**src/rtl/rocketcpu_wb_decoder.sv**
```systemverilog
// Wishbone address decoder and bus watchdog for the merged CPU master port.
// Routes each access to mem/gpio/audio by adr[31:28] and turns unmapped or unanswered accesses into error acks.
module rocketcpu_wb_decoder #(
  parameter int          TIMEOUT = 255,
  parameter logic [31:0] ERR_RDT = 32'hFFFF_FFFF
) (
  input  logic        i_clk,
  input  logic        i_rst,
  input  logic [31:0] i_wb_adr,
  input  logic [31:0] i_wb_dat,
  input  logic [3:0]  i_wb_sel,
  input  logic        i_wb_we,
  input  logic        i_wb_cyc,
  output logic [31:0] o_wb_rdt,
  output logic        o_wb_ack,
  output logic [31:0] o_wb_s_adr,
  output logic [31:0] o_wb_s_dat,
  output logic [3:0]  o_wb_s_sel,
  output logic        o_wb_s_we,
  output logic        o_wb_mem_cyc,
  output logic        o_wb_gpio_cyc,
  output logic        o_wb_audio_cyc,
  input  logic [31:0] i_wb_mem_rdt,
  input  logic [31:0] i_wb_gpio_rdt,
  input  logic [31:0] i_wb_audio_rdt,
  input  logic        i_wb_mem_ack,
  input  logic        i_wb_gpio_ack,
  input  logic        i_wb_audio_ack,
  output logic        o_bus_err,
  output logic [31:0] o_err_adr,
  input  logic        i_err_clr
);

  localparam int             CNT_W  = $clog2(TIMEOUT + 1);
  localparam logic [CNT_W-1:0] TO_CNT = CNT_W'(TIMEOUT);

  localparam logic [1:0] SEL_MEM   = 2'd0;
  localparam logic [1:0] SEL_GPIO  = 2'd1;
  localparam logic [1:0] SEL_AUDIO = 2'd2;
  localparam logic [1:0] SEL_NONE  = 2'd3;

  typedef enum logic [1:0] {
    S_IDLE    = 2'd0,
    S_BUSY    = 2'd1,
    S_RECOVER = 2'd2
  } state_e;

  state_e           state_q,   state_d;
  logic [1:0]       sel_q,     sel_d;
  logic [CNT_W-1:0] cnt_q,     cnt_d;
  logic             bus_err_q, bus_err_d;
  logic [31:0]      err_adr_q, err_adr_d;

  logic        busy;
  logic        slv_ack;
  logic [31:0] slv_rdt;
  logic        term_ack;
  logic        term_unm;
  logic        term_to;
  logic        record_err;

  function automatic logic [1:0] decode(input logic [3:0] region);
    case (region)
      4'h0:    decode = SEL_MEM;
      4'h1:    decode = SEL_GPIO;
      4'h2:    decode = SEL_AUDIO;
      default: decode = SEL_NONE;
    endcase
  endfunction

  // State register: every flop here is control or error status, all cleared on reset
  always_ff @(posedge i_clk) begin
    if (i_rst) begin
      state_q   <= S_IDLE;
      sel_q     <= SEL_NONE;
      cnt_q     <= '0;
      bus_err_q <= 1'b0;
      err_adr_q <= '0;
    end else begin
      state_q   <= state_d;
      sel_q     <= sel_d;
      cnt_q     <= cnt_d;
      bus_err_q <= bus_err_d;
      err_adr_q <= err_adr_d;
    end
  end

  // Only the latched slave's ack is ever looked at, so stray acks cannot terminate a cycle
  always_comb begin
    slv_ack = 1'b0;
    slv_rdt = '0;
    case (sel_q)
      SEL_MEM:   begin slv_ack = i_wb_mem_ack;   slv_rdt = i_wb_mem_rdt;   end
      SEL_GPIO:  begin slv_ack = i_wb_gpio_ack;  slv_rdt = i_wb_gpio_rdt;  end
      SEL_AUDIO: begin slv_ack = i_wb_audio_ack; slv_rdt = i_wb_audio_rdt; end
      default:   begin slv_ack = 1'b0;           slv_rdt = '0;             end
    endcase
  end

  // Termination priority: real ack, then unmapped, then watchdog expiry
  always_comb begin
    busy       = (state_q == S_BUSY) && i_wb_cyc;
    term_ack   = busy && slv_ack;
    term_unm   = busy && !slv_ack && (sel_q == SEL_NONE);
    term_to    = busy && !slv_ack && (sel_q != SEL_NONE) && (cnt_q == TO_CNT);
    record_err = term_unm || term_to;
  end

  // Next-state logic
  always_comb begin
    state_d = state_q;
    sel_d   = sel_q;
    cnt_d   = cnt_q;
    case (state_q)
      S_IDLE: begin
        if (i_wb_cyc) begin
          sel_d   = decode(i_wb_adr[31:28]);
          cnt_d   = '0;
          state_d = S_BUSY;
        end
      end
      S_BUSY: begin
        if (!i_wb_cyc) begin
          state_d = S_IDLE;
        end else if (term_ack || term_unm || term_to) begin
          state_d = S_RECOVER;
        end else if (cnt_q != '1) begin
          cnt_d = cnt_q + CNT_W'(1);
        end
      end
      S_RECOVER: state_d = S_IDLE;
      default:   state_d = S_IDLE;
    endcase
  end

  always_comb begin
    bus_err_d = bus_err_q;
    err_adr_d = err_adr_q;
    if (record_err) begin
      bus_err_d = 1'b1;
      err_adr_d = i_wb_adr;
    end else if (i_err_clr) begin
      bus_err_d = 1'b0;
    end
  end

  // Output logic
  always_comb begin
    o_wb_mem_cyc   = busy && (sel_q == SEL_MEM);
    o_wb_gpio_cyc  = busy && (sel_q == SEL_GPIO);
    o_wb_audio_cyc = busy && (sel_q == SEL_AUDIO);
    o_wb_ack       = term_ack || term_unm || term_to;
    if (term_ack) begin
      o_wb_rdt = slv_rdt;
    end else if (term_to) begin
      o_wb_rdt = ERR_RDT;
    end else begin
      o_wb_rdt = '0;
    end
    o_wb_s_adr = i_wb_adr;
    o_wb_s_dat = i_wb_dat;
    o_wb_s_sel = i_wb_sel;
    o_wb_s_we  = i_wb_we;
    o_bus_err  = bus_err_q;
    o_err_adr  = err_adr_q;
  end

endmodule

```
**config.mk**
```make
export PLATFORM = sky130hd
export DESIGN_NAME = rocketcpu_wb_decoder
export DESIGN_NICKNAME = d
export VERILOG_FILES = /design/src/rtl/rocketcpu_wb_decoder.sv
export SDC_FILE = /design/constraint.sdc
export NUM_CORES = 1
export LEC_CHECK = 0
export BUFFER_PORTS_ARGS = -buffer_cell sky130_fd_sc_hd__buf_4
export CAP_MARGIN = 25
export CORE_AREA = 2 2 120 122
export DETAILED_ROUTE_END_ITERATION = 7
export DIE_AREA = 0 0 122 124
export HOLD_SLACK_MARGIN = 0.06
export PLACE_DENSITY = 0.65
export SYNTH_ARGS = -nofsm -noshare
export SYNTH_HDL_FRONTEND = slang
export SYNTH_SLANG_ARGS = --single-unit
```
**constraint.sdc**
```tcl
create_clock -name i_clk -period 3.7 [get_ports i_clk]
set_input_delay 0.74 -clock i_clk [delete_from_list [all_inputs] [get_ports i_clk]]
set_output_delay 0.74 -clock i_clk [all_outputs]
set_load 0.1 [all_outputs]
```
Yosys cells after proc, flatten, opt, wreduce, memory -nomap -nowiden. Cells that the tools add are included. W data, S select, Z words.

Output and inout bits: 138. Input bits: 172. Word-level logic and storage cells: 57. Register bits after elaboration: 45.

Reduce and logical (&&, ||, !) cells: 21. Multiplexer cells: 16. Add/subtract/negate cells: 1. Equal/unequal tests: 14.

Operator list (number): $pmux W32 S3 (1); $mux W32 (2); $mux W8 (4); $pmux W8 S2 (1); $logic_and A1 B1 Y1 (9); $add A8 B1 Y8 const B (1); $eq A8 B8 Y1 const B (1); $ne A2 B2 Y1 const B (4); $ne A8 B8 Y1 const B (1); $mux W2 (3); $pmux W2 S3 (1); $reduce_and A5 Y1 (1); $eq A2 B1 Y1 const B (2); $eq A2 B2 Y1 const B (2); $eq A4 B1 Y1 const B (1); $eq A4 B2 Y1 const B (1); $logic_not A2 Y1 (2); $logic_not A4 Y1 (1); $pmux W2 S2 (1); $reduce_and A2 Y1 (2); $reduce_bool A2 Y1 (2); $logic_or A1 B1 Y1 (3); $ne A3 B3 Y1 const B (1); $pmux W1 S3 (1); other kinds (3) (4).

Depth between registers and ports, before layout. Gate-level depths: netlist of the first run.

Depth in word-level cells: 10. Mapped depth: 8. Mapped depth without buffers: 5.

Least setup slack after synthesis of the first run. OpenSTA, ideal clock, no wires.

Path kind: input -> output. Start point: in i_wb_audio_ack. End point: out o_wb_rdt[10]. Buffers on the path: 1. Path slack: -578 ps. Stages on the path: 5. Arrival time: 3538 ps. Cell sequence: mux2i_1 o2bb2ai_1 nand2_1 clkbuf_1 o21ai_0.

Cells in the longest elaborated chain, start to end: 7. Elaborated cells between the ends (all ways): 8.

RTL lines: from (decl) (line 28) `input logic i_wb_audio_ack,`; $pmux W1 S3 * (line 92) `case (sel_q)`; $logic_not A1 Y1 (line 105) `term_to = busy && !slv_ack && (sel_q != SEL_NONE) && (cnt_q == TO_CNT);`; $logic_and A1 B1 Y1 (3 in series) (line 105); $mux W32 (line 155) `end else if (term_to) begin`; $mux W32 * (line 153) `if (term_ack) begin`; to (decl) (line 14) `output logic [31:0] o_wb_rdt,`.

Every way passes the cells marked *; elsewhere a longest branch is shown, timed or not.

Worst setup path in the final report of the first run.
Start point: reg sel_q[0]. End point: out o_wb_rdt[27].

Cells in the longest elaborated chain, start to end: 8. Elaborated cells between the ends (all ways): 13.

RTL lines: from (decl) (line 49) `logic [1:0] sel_q, sel_d;`; from (signal assigned) (line 81) `sel_q <= sel_d;`; $eq A2 B2 Y1, or another cell as far along (line 92); $pmux W1 S3 (line 92); $logic_not A1 Y1 (line 105); $logic_and A1 B1 Y1 (3 in series) (line 105); $mux W32 (line 155); $mux W32 * (line 153).

Marked as above.

==> metrics.cfg, run 1 <==
[outcome]
status = completed

[route]
viasPerCell = 4.59
routed_wl_um = 12200
wl_per_cell_um = 15.9
drt_iter0_markers = 146
drt_pass1_iterations = 4
ant_nets = 0
drc = 0
vias = 3526

[worst_setup_path]
rr_worst_depth = 6
crit_fanout = 32
critPathKind = reg2out
r2r-end = o_err_adr[26]$_SDFFE_PP0P_
r2r_setup_slack_ns = 1.37
reg2reg_from = cnt_q[0]$_SDFFE_PP0P_
critPathRequiredTime_ns = 2.96
worstPathArrival_ns = 2.44
start_kind = flip-flop
endpoint_kind = output pin
cp-startpoint = sel_q[0]$_SDFFE_PP1P_

[sta]
tightest_slew_ns = 0.591
slew_headroom = 0.606
setup_violations = 0
post-route-period-util = 0.858
fmax_mhz = 315
rsz0062_at_grt = false
period_minus_slack_ns = 3.18
layout_setup_ws_ns = 0.524
drv_slew = 0
hold_slack_ns = 0.474
clock_skew_ns = 0.00251
finalHoldViolCount = 0

[cts]
cts_tree = done
clk_path_buf_depth = 2
clk_latency_ns = 0.28
cts_hold_buf = 0
cts_inserted_buffers = 5
htreeDepth = 2
ctsResizeCount = 0
post_cts_buffers = 0
clkSinkCount = 45
path_clk_slew_ns = 0.06
cts-root-buf = clkbuf_16

[layout]
diodes = 0
post_route_cells_drive_above_1_share = 0.431
syn_to_final_growth_pct = 40.9
fillers = 1411
layout.nets = 763

[synthesis]
synth-edff-count = 0
synth_commonest_cells = 69 x buf_4, 66 x mux2i_1, 66 x nand2b_1, 45 x dfxtp_1, 41 x nor2_1
yosys_warnings = 0
async_flop_share = 0
yosys_register_bits = 45
syn_area_per_cell_um2 = 8.04
yosysMostFrequentCell = buf_4
netlist.area_leader.share = 0.252
synthFlopType = dfxtp_1
synth_top_area_cell = dfxtp_1
syn_inst = 444
netlist_area_um2 = 3570
ys_top_cells_by_area = dfxtp_1 25%, mux2i_1 19%, buf_4 15%
ys_types = 39
syn_nets = 617
seq_area_frac_synth = 0.252

[place]
post-place-ws_ns = 0.584
gp_congestion = 0.785
port_buffers = 235
dp_hpwl_um = 9900

[power_and_ir_drop]
comb_power_share = 0.358
power_frac_clock = 0.287
p_seq_frac = 0.355
vdd_drop_max_v = 0.000268
switching_power_uw = 512
p_sw_frac = 0.358
power_uw = 1430
p_leak_uw = 0.00245
power.density_nw_per_um2 = 285
p_int_uw = 919

[floorplanning]
die_h_um = 124
core_um2 = 13700
die_x_um = 122
die_area_um2 = 15100
rows = 43
ios = 310
initial_core_util = 0.260

[global_route]
grt_pass1_vias = 3422
antenna_found_initial = 0
grt_usage = 0.151
grt_max_degree = 73
grt.overflow.total = 0
grt_pass1_wl_um = 17700

[hold_path]
min_to = o_err_adr[15]$_SDFFE_PP0P_
whs_path_depth = 2
holdCritStartpoint = o_err_adr[15]$_SDFFE_PP0P_
hold_class = reg2reg

[run]
cap_violations = 0

==> critical path, stage by stage (launching register included) <==
cell       delay [ns]
dfxtp_2          0.42
nor2b_4          0.49
o2bb2ai_1        0.30
nand2_1          0.09
buf_4            0.22
o21ai_0          0.38
buf_12           0.23
==> logic make-up after synthesis <==
logic type      after synthesis  share of synthesized area
mux                          66                      0.185
simple gates                138                      0.213
fa+ha+maj                     1                    0.00351
compound gates               89                      0.140
flops                        45                      0.252
buf+inv                     105                      0.207
==> area by class of cell <==
type,count,area [um2],share of cell area
Multi-Input combinational cell,294,1940,0.386
Timing Repair Buffer,240,1810,0.361
Sequential cell,45,903,0.180
Tap cell,180,225,0.0448
Clock buffer,5,125,0.0249
Inverter,4,15.0,0.00299
Clock inverter,1,5.00,0.000996
==> worst max-delay path by stage <==
stage | end | slack (ns) | cells after the start
after floorplan | o_wb_rdt[10] | -0.58 | 5
after global placement | o_wb_rdt[23] | 0.69 | 7
after detailed placement | o_wb_rdt[16] | 0.58 | 7
after CTS | o_wb_rdt[27] | 0.46 | 6
after global routing | o_wb_rdt[27] | 0.33 | 6
final | o_wb_rdt[27] | 0.52 | 6
==> stage by stage <==
| stage | setup TNS (ns) | utilization | area [um2] | cells |
|---|---|---|---|---|
| floorplan | -18.14 | - | 3570 | 444 |
| finish | 0 | 0.366 | 5030 | 769 |
| global route | 0 | 0.366 | 5030 | 769 |
| CTS | 0 | 0.366 | 5030 | 769 |
| detailed placement | 0 | 0.357 | 4900 | 763 |
| global placement | 0 | 0.357 | 4900 | 763 |
==> registers in the layout, summed over array words and instances, names as in the netlist <==
name       flops
state_q        2
cnt_q          8
sel_q          2
o_bus_err      1
o_err_adr     32
==> cell usage in the layout (no fill, tap or decap), types with 4 or more instances in the layout <==
cell / n
a21oi_1: 33
a31oi_1: 8
buf_4: 239
clkbuf_16: 5
dfxtp_1: 43
inv_1: 4
mux2i_1: 66
nand2_1: 7
nand2b_1: 66
nand3_1: 6
nor2_1: 41
o21ai_0: 35
==> layer usage <==
metal	global-route usage	wire [um]	vias up
met5	0	0	-
met2	0.280	6380	217
met1	0.159	4220	1568
met3	0.0453	1310	14
met4	0.0611	317	0
li1	-	-	1727
==> power groups by stage <==
| stage | logic, uW | registers (uW) | clock network, uW |
|---|---|---|---|
| after global routing | 537 | 510 | 453 |
| after floorplan | 462 | 602 | 0 |
| after CTS | 517 | 508 | 428 |
| after detailed placement | 516 | 518 | 0 |
| final | 512 | 508 | 411 |
| after global placement | 512 | 518 | 0 |
Power figures use the tool's default switching activity.
==> run 2: changes to the inputs <==
--- a/config.mk
+++ b/config.mk
@@ -7,11 +7,10 @@
 export LEC_CHECK = 0
 export BUFFER_PORTS_ARGS = -buffer_cell sky130_fd_sc_hd__buf_4
 export CAP_MARGIN = 25
-export CORE_AREA = 2 2 120 122
+export CORE_UTILIZATION = 25
 export DETAILED_ROUTE_END_ITERATION = 7
-export DIE_AREA = 0 0 122 124
 export HOLD_SLACK_MARGIN = 0.06
-export PLACE_DENSITY = 0.65
+export PLACE_DENSITY = 0.64
 export SYNTH_ARGS = -nofsm -noshare
 export SYNTH_HDL_FRONTEND = slang
 export SYNTH_SLANG_ARGS = --single-unit
==> run 2 against run 1 <==
Effect of this change:
- utilization hardly changed
- count of clock-buffer cells in the layout rose by 2
- first-iteration DRC count rose by 19%
- clock power rose by 26%
- sequential power barely moved
- routed wire length fell by 6.9%
- register-to-register slack improved by 0.04 ns
- sequential cell count is the same
- clock skew rose by 0.0029 ns
- final area is 1.0% higher
- critical endpoint is now o_wb_rdt[29]
- largest cell class unchanged
- largest power group is now clock
==> metrics.cfg, run 2 (synthesis gave the netlist of run 1 again) <==
[run]
cap_violations = 0

[layout]
diodes = 0
layout.nets = 766
layout_commonest_cell = buf_4
final_util = 0.366
layout.cells.non_filler = 774
post_route_cells_drive_above_1_share = 0.434
fillers = 1447
fin_area_um2 = 5080
syn_to_final_growth_pct = 42.4
final_cell_mix = 243 x buf_4, 66 x mux2i_1, 66 x nand2b_1
largest_reg_flops = 32

[sta]
tightest_slew_ns = 0.590
slew_headroom = 0.607
period_minus_slack_ns = 3.15
hold_slack_ns = 0.474
finalHoldViolCount = 0
rsz0062_at_grt = false
setup_violations = 0
layout_setup_ws_ns = 0.553
post-route-period-util = 0.851
drv_slew = 0
fmax_mhz = 318
clock_skew_ns = 0.00546

[route]
ant_nets = 0
drt_iter0_markers = 174
drc = 0
viasPerCell = 4.58
vias = 3546
drt_pass1_iterations = 4
routed_wl_um = 11400
wl_per_cell_um = 14.7

[global_route]
antenna_found_initial = 0
grt_usage = 0.140
grt_pass1_wl_um = 16000
grt_max_degree = 73
grt_pass1_vias = 3233
grt.overflow.total = 0

[cts]
ctsResizeCount = 0
clk_latency_ns = 0.28
cts_inserted_buffers = 5
cts_hold_buf = 0
path_clk_slew_ns = 0.06
clk_path_buf_depth = 2
htreeDepth = 2
clkSinkCount = 45
cts_tree = done
cts-root-buf = clkbuf_16
post_cts_buffers = 0

[floorplanning]
die_area_um2 = 14800
core_um2 = 13900
die_x_um = 121
rows = 43
die_h_um = 121
initial_core_util = 0.257
ios = 310

[worst_setup_path]
worstPathArrival_ns = 2.41
cp_slowest_stage_delay_ns = 0.35
critPathRequiredTime_ns = 2.96
path_delay_family = buffers and inverters
rr_worst_depth = 6
crit_chain = buf_4 > nor4bb_1 > a32o_1 > nand2_1 > buf_4 > o21ai_0 > buf_4
endpoint_kind = output pin
crit_fanout = 18
cp-startpoint = i_wb_cyc
cp.depth = 7
critPathKind = in2out
reg2reg_from = cnt_q[1]$_SDFFE_PP0P_
cp_common_cell = buf_4
start_kind = input port
critical_path_buf_inv_count = 3
cp_slowest_cell = nor4bb_1

[place]
gp_congestion = 0.745
place_area_um2 = 4910
post-place-ws_ns = 0.522
dp_hpwl_um = 9000
port_buffers = 235
dp_cells = 766

[outcome]
status = completed

[hold_path]
holdCritStartpoint = o_err_adr[22]$_SDFFE_PP0P_
hold_class = reg2reg
whs_path_depth = 2

[power_and_ir_drop]
vdd_drop_max_v = 0.000271
p_leak_uw = 0.00248
power.density_nw_per_um2 = 302

[run 2: cell count changes in the layout (fill, tap and decap cells not counted), sizes merged]
cell    delta
buf        +3
clkinv     -1
bufinv     +1
clkbuf     +2
[run 2: layout make-up]
cell class,count,area [um2],share of cell area
Clock inverter,1,30.0,0.00591
Clock buffer,7,143,0.0281
Inverter,4,15.0,0.00296
Sequential cell,45,903,0.178
Timing Repair Buffer,243,1820,0.359
Multi-Input combinational cell,294,1940,0.382
Tap cell,180,225,0.0443
[run 2: where the power goes]
| part | total (uW) | switching, uW | internal, uW |
|---|---|---|---|
| logic | 511 | 330 | 181 |
| clock network | 517 | 179 | 337 |
| registers | 507 | 8.58 | 498 |
| total | 1530 | 518 | 1020 |
[run 2: layer usage]
metal / vias up / global-route usage / part of all wire
met1: 1591 / 0.150 / 0.38
li1: 1727 / - / -
met4: 0 / 0.0502 / 0.014
met3: 16 / 0.0399 / 0.11
met5: - / 0 / 0
met2: 212 / 0.259 / 0.51
[run 2: worst paths after layout]
check	endpoint	slack, ns
max reg2reg	o_err_adr[25]$_SDFFE_PP0P_	1.41
max	o_wb_rdt[29]	0.55
min reg2reg	o_err_adr[22]$_SDFFE_PP0P_	0.47
min	o_err_adr[22]$_SDFFE_PP0P_	0.47
[run 2: through the flow]
| stage | power [uW] | TNS, ns |
|---|---|---|
| global route | 1590 | 0 |
| global placement | 1030 | 0 |
| finish | 1530 | 0 |
| floorplan | 1060 | -18.14 |
| CTS | 1550 | 0 |
| detailed placement | 1030 | 0 |
[run 2: worst register-to-register path, stage by stage, from the launching register on]
cell	delay [ns]
dfxtp_1	0.39
ha_1	0.21
nand3_1	0.21
or2_2	0.40
o31ai_4	0.19
buf_4	0.51
mux2i_1	0.30
